## src/rtl/ir_nec_pkg.sv

```systemverilog
// Shared NEC decoder definitions: FSM states, pulse-width windows in ticks,
// frame length and a window-check helper.
package ir_nec_pkg;

  typedef enum logic [2:0] {
    IDLE,
    LEAD_LOW,
    LEAD_HIGH,
    BIT_LOW,
    BIT_HIGH,
    STOP_LOW,
    REP_STOP
  } state_e;

  localparam logic [8:0] T_LEAD_LOW_MIN  = 9'd300;
  localparam logic [8:0] T_LEAD_LOW_MAX  = 9'd400;
  localparam logic [8:0] T_LEAD_HIGH_MIN = 9'd150;
  localparam logic [8:0] T_LEAD_HIGH_MAX = 9'd200;
  localparam logic [8:0] T_REP_HIGH_MIN  = 9'd70;
  localparam logic [8:0] T_REP_HIGH_MAX  = 9'd110;
  localparam logic [8:0] T_SHORT_MIN     = 9'd12;
  localparam logic [8:0] T_SHORT_MAX     = 9'd32;
  localparam logic [8:0] T_LONG_MIN      = 9'd50;
  localparam logic [8:0] T_LONG_MAX      = 9'd80;
  localparam logic [8:0] T_DUR_MAX       = 9'd511;

  localparam int unsigned FRAME_BITS = 32;

  function automatic logic in_range(input logic [8:0] v,
                                    input logic [8:0] lo,
                                    input logic [8:0] hi);
    return (v >= lo) && (v <= hi);
  endfunction

endpackage

```

## src/rtl/ir_pulse_timer.sv

```systemverilog
// IR input conditioning: 2-FF synchronizer, edge detect, free-running tick
// prescaler and a saturating 9-bit pulse-duration counter cleared on edges.
module ir_pulse_timer
  import ir_nec_pkg::*;
#(
  parameter int unsigned TICK_DIV = 2048
) (
  input  logic       clk,
  input  logic       rst,
  input  logic       ir_in,
  output logic       rise,
  output logic       fall,
  output logic [8:0] dur
);

  localparam int unsigned   PW         = (TICK_DIV > 1) ? $clog2(TICK_DIV) : 1;
  localparam logic [PW-1:0] PRESC_LAST = PW'(TICK_DIV - 1);

  logic          sync1_q, sync1_d;
  logic          sync2_q, sync2_d;
  logic          prev_q, prev_d;
  logic [PW-1:0] presc_q, presc_d;
  logic [8:0]    dur_q, dur_d;
  logic          tick;

  always_comb begin
    sync1_d = ir_in;
    sync2_d = sync1_q;
    prev_d  = sync2_q;
    tick    = (presc_q == PRESC_LAST);
    presc_d = tick ? '0 : presc_q + 1'b1;
    if (sync2_q != prev_q)
      dur_d = '0;
    else if (tick && (dur_q != T_DUR_MAX))
      dur_d = dur_q + 1'b1;
    else
      dur_d = dur_q;
  end

  always_ff @(posedge clk) begin
    if (rst) begin
      sync1_q <= 1'b1;
      sync2_q <= 1'b1;
      prev_q  <= 1'b1;
      presc_q <= '0;
      dur_q   <= '0;
    end else begin
      sync1_q <= sync1_d;
      sync2_q <= sync2_d;
      prev_q  <= prev_d;
      presc_q <= presc_d;
      dur_q   <= dur_d;
    end
  end

  assign rise = sync2_q & ~prev_q;
  assign fall = ~sync2_q & prev_q;
  assign dur  = dur_q;

endmodule

```

## src/rtl/ir_nec_decoder.sv

```systemverilog
// NEC IR frame decoder: measures pulse widths via ir_pulse_timer and walks
// leader / 32 data bits / stop, or leader / repeat stop, with a timeout.
module ir_nec_decoder
  import ir_nec_pkg::*;
#(
  parameter int unsigned TICK_DIV = 2048
) (
  input  logic        clk,
  input  logic        rst,
  input  logic        ir_in,
  output logic [15:0] addr,
  output logic [7:0]  cmd,
  output logic        valid,
  output logic        repeat_p,
  output logic        err,
  output logic        busy
);

  logic       rise, fall;
  logic [8:0] dur;

  ir_pulse_timer #(.TICK_DIV(TICK_DIV)) u_timer (
    .clk   (clk),
    .rst   (rst),
    .ir_in (ir_in),
    .rise  (rise),
    .fall  (fall),
    .dur   (dur)
  );

  state_e      state_q, state_d;
  logic [31:0] shift_q, shift_d;
  logic [5:0]  bit_cnt_q, bit_cnt_d;
  logic [15:0] addr_q, addr_d;
  logic [7:0]  cmd_q, cmd_d;
  logic        have_cmd_q, have_cmd_d;
  logic        valid_q, valid_d;
  logic        repeat_q, repeat_d;
  logic        err_q, err_d;
  logic        is_short, is_long;

  assign is_short = in_range(dur, T_SHORT_MIN, T_SHORT_MAX);
  assign is_long  = in_range(dur, T_LONG_MIN, T_LONG_MAX);

  always_comb begin
    state_d    = state_q;
    shift_d    = shift_q;
    bit_cnt_d  = bit_cnt_q;
    addr_d     = addr_q;
    cmd_d      = cmd_q;
    have_cmd_d = have_cmd_q;
    valid_d    = 1'b0;
    repeat_d   = 1'b0;
    err_d      = 1'b0;
    // Timeout is checked first so it overrides an edge seen in the same clk.
    if ((state_q != IDLE) && (dur == T_DUR_MAX)) begin
      state_d = IDLE;
      err_d   = (state_q != LEAD_LOW);
    end else begin
      case (state_q)
        IDLE: if (fall) state_d = LEAD_LOW;
        LEAD_LOW: if (rise)
          state_d = in_range(dur, T_LEAD_LOW_MIN, T_LEAD_LOW_MAX) ? LEAD_HIGH : IDLE;
        LEAD_HIGH: if (fall) begin
          if (in_range(dur, T_LEAD_HIGH_MIN, T_LEAD_HIGH_MAX)) begin
            state_d   = BIT_LOW;
            bit_cnt_d = '0;
          end else if (in_range(dur, T_REP_HIGH_MIN, T_REP_HIGH_MAX)) begin
            state_d = REP_STOP;
          end else begin
            state_d = IDLE;
            err_d   = 1'b1;
          end
        end
        BIT_LOW: if (rise) begin
          state_d = is_short ? BIT_HIGH : IDLE;
          err_d   = !is_short;
        end
        BIT_HIGH: if (fall) begin
          if (is_short || is_long) begin
            shift_d   = {is_long, shift_q[31:1]};
            bit_cnt_d = bit_cnt_q + 1'b1;
            state_d   = (bit_cnt_q == 6'(FRAME_BITS - 1)) ? STOP_LOW : BIT_LOW;
          end else begin
            state_d = IDLE;
            err_d   = 1'b1;
          end
        end
        STOP_LOW: if (rise) begin
          state_d = IDLE;
          if (is_short && ((shift_q[23:16] ^ shift_q[31:24]) == 8'hFF)) begin
            addr_d     = shift_q[15:0];
            cmd_d      = shift_q[23:16];
            valid_d    = 1'b1;
            have_cmd_d = 1'b1;
          end else begin
            err_d = 1'b1;
          end
        end
        REP_STOP: if (rise) begin
          state_d  = IDLE;
          repeat_d = is_short && have_cmd_q;
          err_d    = !is_short;
        end
        default: state_d = IDLE;
      endcase
    end
  end

  always_ff @(posedge clk) begin
    if (rst) begin
      state_q    <= IDLE;
      shift_q    <= '0;
      bit_cnt_q  <= '0;
      addr_q     <= '0;
      cmd_q      <= '0;
      have_cmd_q <= 1'b0;
      valid_q    <= 1'b0;
      repeat_q   <= 1'b0;
      err_q      <= 1'b0;
    end else begin
      state_q    <= state_d;
      shift_q    <= shift_d;
      bit_cnt_q  <= bit_cnt_d;
      addr_q     <= addr_d;
      cmd_q      <= cmd_d;
      have_cmd_q <= have_cmd_d;
      valid_q    <= valid_d;
      repeat_q   <= repeat_d;
      err_q      <= err_d;
    end
  end

  assign addr     = addr_q;
  assign cmd      = cmd_q;
  assign valid    = valid_q;
  assign repeat_p = repeat_q;
  assign err      = err_q;
  assign busy     = (state_q != IDLE);

endmodule
```

## config.mk

```make
export PLATFORM = sky130hd
export DESIGN_NAME = ir_nec_decoder
export DESIGN_NICKNAME = d
export VERILOG_FILES = /design/src/rtl/ir_nec_pkg.sv /design/src/rtl/ir_pulse_timer.sv /design/src/rtl/ir_nec_decoder.sv
export SDC_FILE = /design/constraint.sdc
export NUM_CORES = 1
export LEC_CHECK = 0
export CAP_MARGIN = 20
export CORE_MARGIN = 2
export CORE_UTILIZATION = 47
export DETAILED_ROUTE_END_ITERATION = 10
export MAX_ROUTING_LAYER = met4
export PLACE_DENSITY = 0.66
export SYNTH_ARGS = -nofsm -noshare
export SYNTH_HDL_FRONTEND = slang
export SYNTH_SLANG_ARGS = --single-unit
```

## constraint.sdc

```tcl
create_clock -name clk -period 5.53 [get_ports clk]
set_input_delay 1.106 -clock clk [delete_from_list [all_inputs] [get_ports clk]]
set_output_delay 1.106 -clock clk [all_outputs]
set_load 0.1 [all_outputs]
```

==> flow_summary_export.csv, run 1 <==
group,metric,value,unit
clock_tree,numCtsBuffers,9,
drt,first_iter_violations,171,
pwr,seq_power_share,54.6,%
worst_setup_path,worst-endpoint-required,4420,ps
clock_tree,clkSlewWorstSetupHoldPaths,100,ps
floorplan,height_of_the_die,98.6,µm
yosys,netlist-cell-type-count,60,
status,result_of_the_run,"completed",
sta,final_min_period_over_clock_period,64.6,%
pwr,switchingPower,275,µW
sta,worst_clock_skew,16.7,ps
worst_setup_path,cp_slowest_stage_delay,1150,ps
global_routing,groute.usage.overall,18.8,%
drt,route.antenna.remaining_nets,0,
yosys,synthesis.instances,457,
yosys,synth_top_area_share,43.8,%
drt,wl_per_cell,14.0,µm
global_routing,met1_usage,24.1,%
floorplan,io_pins,31,
sta,max_freq,280,MHz
sta,period_needed,3570,ps
yosys,async_reset_ff_share,0,%
final_layout,final_cell_area,0.00479,mm²
hold_path,hold_class,"reg -> reg",
global_routing,globalRouteMet3Util,3.83,%
yosys,post-synth-top-area-cell,"sky130_fd_sc_hd__dfxtp_1",
clock_tree,cts_tree,"built",
sta,unrepaired_setup_endpoints_after_global_routing,"false",
sta,worst_slew_pin_slew,1010,ps
yosys,syn_area,0.00421,mm²
yosys,main_area_contributors_after_synthesis,"sky130_fd_sc_hd__dfxtp_1 (44%), sky130_fd_sc_hd__mux2i_1 (14%), sky130_fd_sc_hd__nand2_1 (6.3%), sky130_fd_sc_hd__xnor2_1 (4.0%), sky130_fd_sc_hd__nor2_1 (2.9%)",
worst_setup_path,ff2ff_setup_slack,2430,ps
global_routing,use_met2,29.0,%
pwr,switching_share,22.4,%
floorplan,die_span_x,98.6,µm
global_routing,antenna_found_initial,0,
place,place_area,0.00456,mm²
drt,number_of_vias_in_the_routed_layout,3196,
drt,route.detailed.drc,0,
yosys,synth_ff_type,"sky130_fd_sc_hd__dfxtp_1",
clock_tree,ctsHoldBuffers,0,
final_layout,finish.cell_count_without_fillers,586,
worst_setup_path,setup.worst_path.start,"state_q[0]",
floorplan,floorplan.die_area,0.00973,mm²
drt,totalWireLength,8220,µm
worst_setup_path,critical_path.reg2reg.startpoint,"u_timer.dur[3]",
yosys,seq_area_frac_synth,43.8,%
final_layout,num-nets-final,483,
drt,routed_via_density,5.45,
yosys,yosysWarningCount,0,
clock_tree,post_cts_setup_repair_bufs,0,
global_routing,overflow,0,
worst_setup_path,critical_path_class,"reg -> out",
clock_tree,cts.sink_count,92,
sta,maxSlewHeadroom,32.7,%
worst_setup_path,worst-path-stages,2,
clock_tree,ctsHtreeMaxLevel,3,
pwr,cellPowerDensity,256,mW/mm²
place,place_inst,570,
pwr,power.share.combinational,2.5,%
yosys,synthesis.area_per_instance,9.21,µm²
worst_setup_path,worst_setup_sp_type,"flop",
worst_setup_path,critical_path_buf_inv_count,1,
sta,final-hold-violation-count,0,
place,gpl.final_weighted_congestion,0.766,
sta,setup_violations,0,
sta,timing_max_transition_violations_final,0,
global_routing,wire_length_of_the_first_global_routing_pass,14600,µm
clock_tree,clock_tree_root_driver_cell,"sky130_fd_sc_hd__clkbuf_8",
pwr,peakVddDrop,0.000160,V
yosys,synth-edff-count,0,
pwr,internal_power,951,µW
yosys,syn_nets,467,
pwr,clock_power_share,42.9,%
place,io_buffers,30,
global_routing,layer_carrying_the_most_global_route_usage,"met2",
worst_setup_path,critical_path.endpoint_type,"output port",
worst_setup_path,critPathCapture,"busy",
worst_setup_path,rr_endpoint,"bit_cnt_q[3]",
worst_setup_path,timing.reg2reg.worst_path_depth,8,
worst_setup_path,critPathMaxFanout,19,
worst_setup_path,crit_arrival,2470,ps
pwr,standby_leakage_power,1.95,nW
worst_setup_path,crit_path_cell_trace,"or3_1, clkdlybuf4s50_1",
final_layout,fraction_of_layout_instances_using_a_drive_strength_above_1,7.11,%
clock_tree,clock_path_buffers,2,
final_layout,areaGrowthSynthToFinish,13.9,%
drt,drt_first_pass_iters,4,
global_routing,maximum_number_of_pins_on_one_net_before_global_route_repair,58,
final_layout,insertedDiodeCount,0,
place,detailedPlacementHpwl,5490,µm
global_routing,first_global_vias,3113,
clock_tree,clock_latency,350,ps
worst_setup_path,timing.critical_path.max_delay_family,"buffers and inverters",
clock_tree,cts_repair_resize_count,0,
yosys,synth.ff_latch_count,92,
floorplan,design.core.area,0.00872,mm²
flow_run,max_cap_viol_count,0,
floorplan,initial_utilization,48.3,%
sta,post_route_setup_tns,0,ps
floorplan,fp-row-count,34,
worst_setup_path,worst_path_max_delay_cell,"sky130_fd_sc_hd__clkdlybuf4s50_1",
-- power by group through the flow --
stage | combinational [mW] | clock [mW] | sequential (mW)
2_1_floorplan | 0.0244 | 0 | 0.682
3_3_place_gp | 0.0304 | 0 | 0.684
3_5_place_dp | 0.0310 | 0 | 0.684
4_1_cts | 0.0311 | 0.541 | 0.669
5_1_grt | 0.0340 | 0.569 | 0.670
6_report | 0.0308 | 0.526 | 0.669
-- worst min-delay path by stage --
| stage | startpoint | end | slack, ps | depth (start not counted) |
|---|---|---|---|---|
| after floorplan | u_timer.sync1_q | u_timer.prev_d | 390 | 1 |
| after global placement | u_timer.sync1_q | u_timer.prev_d | 400 | 1 |
| after detailed placement | u_timer.sync1_q | u_timer.prev_d | 400 | 1 |
| after CTS | u_timer.sync1_q | u_timer.prev_d | 420 | 1 |
| after global routing | u_timer.sync1_q | u_timer.prev_d | 440 | 1 |
| final | u_timer.sync1_q | u_timer.prev_d | 420 | 1 |
-- area by class of cell --
class / instances / area (µm²)
Fill cell: 778 / 3930
Tap cell: 108 / 135
Clock inverter: 6 / 100
Sequential cell: 92 / 1840
Timing Repair Buffer: 32 / 315
Inverter: 11 / 41.3
Clock buffer: 10 / 138
Multi-Input combinational cell: 327 / 2220
-- metrics by stage --
| stage | hold WS [ps] | util (%) | worst slack, ps | total power [mW] |
|---|---|---|---|---|
| after CTS | 420 | 55.0 | 1950 | 1.24 |
| after global routing | 437 | 55.0 | 1810 | 1.27 |
| after detailed placement | 398 | 52.3 | 1840 | 0.715 |
| after global placement | 396 | 52.3 | 1870 | 0.714 |
| final | 418 | 55.0 | 1960 | 1.23 |
| after floorplan | 389 | - | 3050 | 0.706 |
-- Yosys cell counts, types with 3 or more instances --
cell type                  count
sky130_fd_sc_hd__dfxtp_1      92
sky130_fd_sc_hd__nand2_1      71
sky130_fd_sc_hd__mux2i_1      57
sky130_fd_sc_hd__nor2_1       33
sky130_fd_sc_hd__clkbuf_1     20
sky130_fd_sc_hd__xnor2_1      19
sky130_fd_sc_hd__a21oi_1      16
sky130_fd_sc_hd__o21ai_0      12
sky130_fd_sc_hd__nand3_1      11
sky130_fd_sc_hd__inv_1        10
sky130_fd_sc_hd__nor4_1        8
sky130_fd_sc_hd__and3_1        7
sky130_fd_sc_hd__ha_1          7
sky130_fd_sc_hd__nand3b_1      6
sky130_fd_sc_hd__nand2b_1      5
sky130_fd_sc_hd__o22ai_1       5
sky130_fd_sc_hd__xor2_1        5
sky130_fd_sc_hd__nand4_1       4
sky130_fd_sc_hd__nor3_1        4
sky130_fd_sc_hd__or3b_2        4
sky130_fd_sc_hd__and4_1        3
sky130_fd_sc_hd__buf_2         3
sky130_fd_sc_hd__nor4b_1       3
sky130_fd_sc_hd__or2_2         3
-- flip-flops by register name, summed over array words and instances (netlist names), 3 cells and up --
| register | count |
|---|---|
| u_timer.dur | 9 |
| state_q | 3 |
| shift_q | 32 |
| bit_cnt_q | 6 |
| u_timer.presc_q | 11 |
| cmd | 8 |
| addr | 16 |
-- logic make-up (layout without fill, tap and decap cells) --
| logic type | count (synthesis) | in the layout | share of synthesized area, % |
|---|---|---|---|
| AO/OA/AOI/OAI | 61 | 61 | 9.93 |
| flip-flops | 92 | 92 | 43.8 |
| XOR/XNOR | 24 | 24 | 4.99 |
| adder cells (fa/ha/maj) | 7 | 7 | 2.08 |
| AND/OR/NAND/NOR | 176 | 176 | 21.3 |
| buffers and inverters | 38 | 59 | 3.83 |
| multiplexers | 59 | 59 | 14.1 |
-- cells in the final DEF, fill, tap and decap left out, drive strengths merged, types with 2 or more instances in the layout --
cell type       n
clkdlybuf4s50  30
nor2b           2
and2            2
nand2b          5
dfxtp          92
o22ai           6
mux2            2
inv            14
nand4           4
o21ai          13
nor4b           3
o2111ai         2
or3b            5
ha              7
mux2i          57
and3            7
or3             2
nor2           33
buf             2
and4            3
a211oi          2
a31oi           2
a211o           2
nand2          71
xor2            5
a21oi          16
nand3          12
bufinv          2
xnor2          19
clkbuf         10
nor3            4
o211ai          2
nand3b          6
a2111oi         2
nor4            9
or2             3
or4             4
-- routing by layer --
| layer | routed length [µm] | vias to the layer above |
|---|---|---|
| li1 | - | 1637 |
| met1 | 3960 | 1499 |
| met2 | 3900 | 52 |
| met3 | 268 | 8 |
| met4 | 93 | 0 |
| met5 | 0 | - |
Power figures use the tool's default switching activity.
==> run 2: changes to the inputs <==
clock period = 3.6 ns   (was 5.53 ns; I/O delays follow)
==> flow_summary_export.csv, run 2 (same netlist as run 1, synthesis figures left out) <==
group,metric,value,unit
pwr,power.share.combinational,2.6,%
worst_setup_path,critical_path.reg2reg.startpoint,"u_timer.dur[2]",
clock_tree,clkSlewWorstSetupHoldPaths,100,ps
pwr,switchingPower,425,µW
worst_setup_path,crit_arrival,3020,ps
floorplan,height_of_the_die,98.6,µm
sta,max_freq,359,MHz
sta,unrepaired_setup_endpoints_after_global_routing,"false",
clock_tree,cts_tree,"built",
final_layout,finish.utilization,54.7,%
global_routing,first_global_vias,3160,
sta,period_needed,2780,ps
clock_tree,cts_repair_resize_count,0,
final_layout,final_cell_area,0.00477,mm²
sta,worst_clock_skew,14.8,ps
drt,route.detailed.drc,0,
pwr,total_power,1.79,mW
global_routing,antenna_found_initial,0,
worst_setup_path,rr_endpoint,"shift_q[25]",
clock_tree,clock_latency,360,ps
sta,worst_slew_pin_slew,981,ps
worst_setup_path,critical_path_class,"reg -> reg",
drt,route.antenna.remaining_nets,0,
pwr,switching_share,23.7,%
final_layout,multi_input_area,0.00222,mm²
drt,routed_via_density,5.46,
drt,drt_first_pass_iters,4,
floorplan,design.core.area,0.00872,mm²
hold_path,hold_class,"reg -> reg",
final_layout,fillCellCount,780,
hold_path,number_of_stages_on_the_worst_hold_path,1,
final_layout,areaGrowthSynthToFinish,13.4,%
worst_setup_path,worst_setup_sp_type,"flop",
worst_setup_path,critical_path_buf_inv_count,2,
pwr,cellPowerDensity,376,mW/mm²
drt,number_of_vias_in_the_routed_layout,3210,
worst_setup_path,ff2ff_setup_slack,820,ps
status,result_of_the_run,"completed",
global_routing,wire_length_of_the_first_global_routing_pass,14700,µm
sta,timing_max_transition_violations_final,0,
worst_setup_path,critical_path.endpoint_type,"flop",
clock_tree,ctsHtreeMaxLevel,3,
place,place_area,0.00457,mm²
place,io_buffers,30,
clock_tree,clock_tree_root_driver_cell,"sky130_fd_sc_hd__clkbuf_8",
worst_setup_path,worst-path-stages,9,
final_layout,insertedDiodeCount,0,
drt,wl_per_cell,14.3,µm
place,detailedPlacementHpwl,5770,µm
final_layout,fraction_of_layout_instances_using_a_drive_strength_above_1,7.71,%
floorplan,fp-row-count,34,
clock_tree,post_cts_setup_repair_bufs,0,
worst_setup_path,timing.reg2reg.worst_path_depth,9,
worst_setup_path,critPathMaxFanout,15,
global_routing,groute.usage.overall,18.7,%
floorplan,floorplan.die_area,0.00973,mm²
place,place_inst,572,
pwr,clock_power_share,40.1,%
sta,maxSlewHeadroom,34.4,%
pwr,peakVddDrop,0.000211,V
global_routing,maximum_number_of_pins_on_one_net_before_global_route_repair,60,
place,gpl.final_weighted_congestion,0.906,
sta,final_min_period_over_clock_period,77.3,%
worst_setup_path,crit_path_cell_trace,"and3_1, nand3_1, nor2_1, ha_1, inv_1, o2111ai_4, buf_4, mux2i_1, nor2_1",
worst_setup_path,timing.critical_path.max_delay_family,"flip-flops",
flow_run,max_cap_viol_count,0,
clock_tree,numCtsBuffers,9,
hold_path,hold_end,"u_timer.prev_d",
floorplan,die_span_x,98.6,µm
worst_setup_path,worst-endpoint-required,3840,ps
worst_setup_path,cp_slowest_stage_delay,630,ps
worst_setup_path,worst_path_max_delay_cell,"sky130_fd_sc_hd__dfxtp_1",
final_layout,register_area,0.00184,mm²
final_layout,largest-register,"shift_q",
floorplan,initial_utilization,48.3,%
final_layout,largest_reg_flops,32,
final_layout,layout_common_cells,"sky130_fd_sc_hd__dfxtp_1 (92), sky130_fd_sc_hd__nand2_1 (71), sky130_fd_sc_hd__mux2i_1 (57)",
worst_setup_path,critPathMostFrequentCell,"sky130_fd_sc_hd__nor2_1",
final_layout,finish.cell_count_without_fillers,588,
pwr,standby_leakage_power,1.94,nW
drt,first_iter_violations,157,
sta,setup_violations,0,
sta,post_route_setup_tns,0,ps
drt,totalWireLength,8390,µm
pwr,seq_power_share,57.3,%
clock_tree,clock_path_buffers,2,
pwr,internal_power,1.37,mW
global_routing,overflow,0,
floorplan,io_pins,31,
sta,final-hold-violation-count,0,
final_layout,num-nets-final,485,
clock_tree,ctsHoldBuffers,0,
final_layout,layout_commonest_cell,"sky130_fd_sc_hd__dfxtp_1",
clock_tree,cts.sink_count,92,
hold_path,hold_path_startpoint,"u_timer.sync1_q",
run 2: final cells by class:
class / count / area share, %
tap: 108 / 2.83
sequential: 92 / 38.6
inverter: 11 / 0.865
clock inverter: 7 / 1.68
timing repair buffer: 34 / 6.87
clock buffer: 9 / 2.60
multi-input combinational: 327 / 46.6
run 2: worst max path at each step:
stage,start,endpoint,slack (ps)
detailed placement,u_timer.dur[2],shift_q[25],860
CTS,u_timer.dur[2],shift_q[25],810
floorplan,state_q[0],bit_cnt_q[5],1120
finish,u_timer.dur[2],shift_q[25],820
global placement,u_timer.dur[2],shift_q[25],950
global route,u_timer.dur[2],bit_cnt_q[4],500
run 2: power groups by stage:
stage / combinational (mW) / clock (mW) / sequential (mW)
final: 0.0473 / 0.719 / 1.03
after global routing: 0.0525 / 0.778 / 1.03
after CTS: 0.0477 / 0.735 / 1.03
after detailed placement: 0.0475 / 0 / 1.05
after global placement: 0.0472 / 0 / 1.05
after floorplan: 0.0375 / 0 / 1.05
run 2: through the flow:
step,hold WS [ps],worst slack (ps)
final,429,816
after floorplan,389,1120
after CTS,428,814
after global routing,463,500
after global placement,398,947
after detailed placement,403,857
run 2: worst reg2reg max path: stages (launching register included):
cell,delay (ps)
sky130_fd_sc_hd__dfxtp_1,630
sky130_fd_sc_hd__and3_1,260
sky130_fd_sc_hd__nand3_1,100
sky130_fd_sc_hd__nor2_1,140
sky130_fd_sc_hd__ha_1,510
sky130_fd_sc_hd__inv_1,180
sky130_fd_sc_hd__o2111ai_4,250
sky130_fd_sc_hd__buf_4,330
sky130_fd_sc_hd__mux2i_1,220
sky130_fd_sc_hd__nor2_1,50
run 2: routing by layer:
metal | vias to the layer above | GRT usage [%] | wire [µm]
met3 | 16 | 2.98 | 208
met2 | 55 | 29.1 | 3870
met1 | 1504 | 24.4 | 4180
li1 | 1635 | - | -
met4 | 0 | 7.69 | 131
met5 | - | - | 0
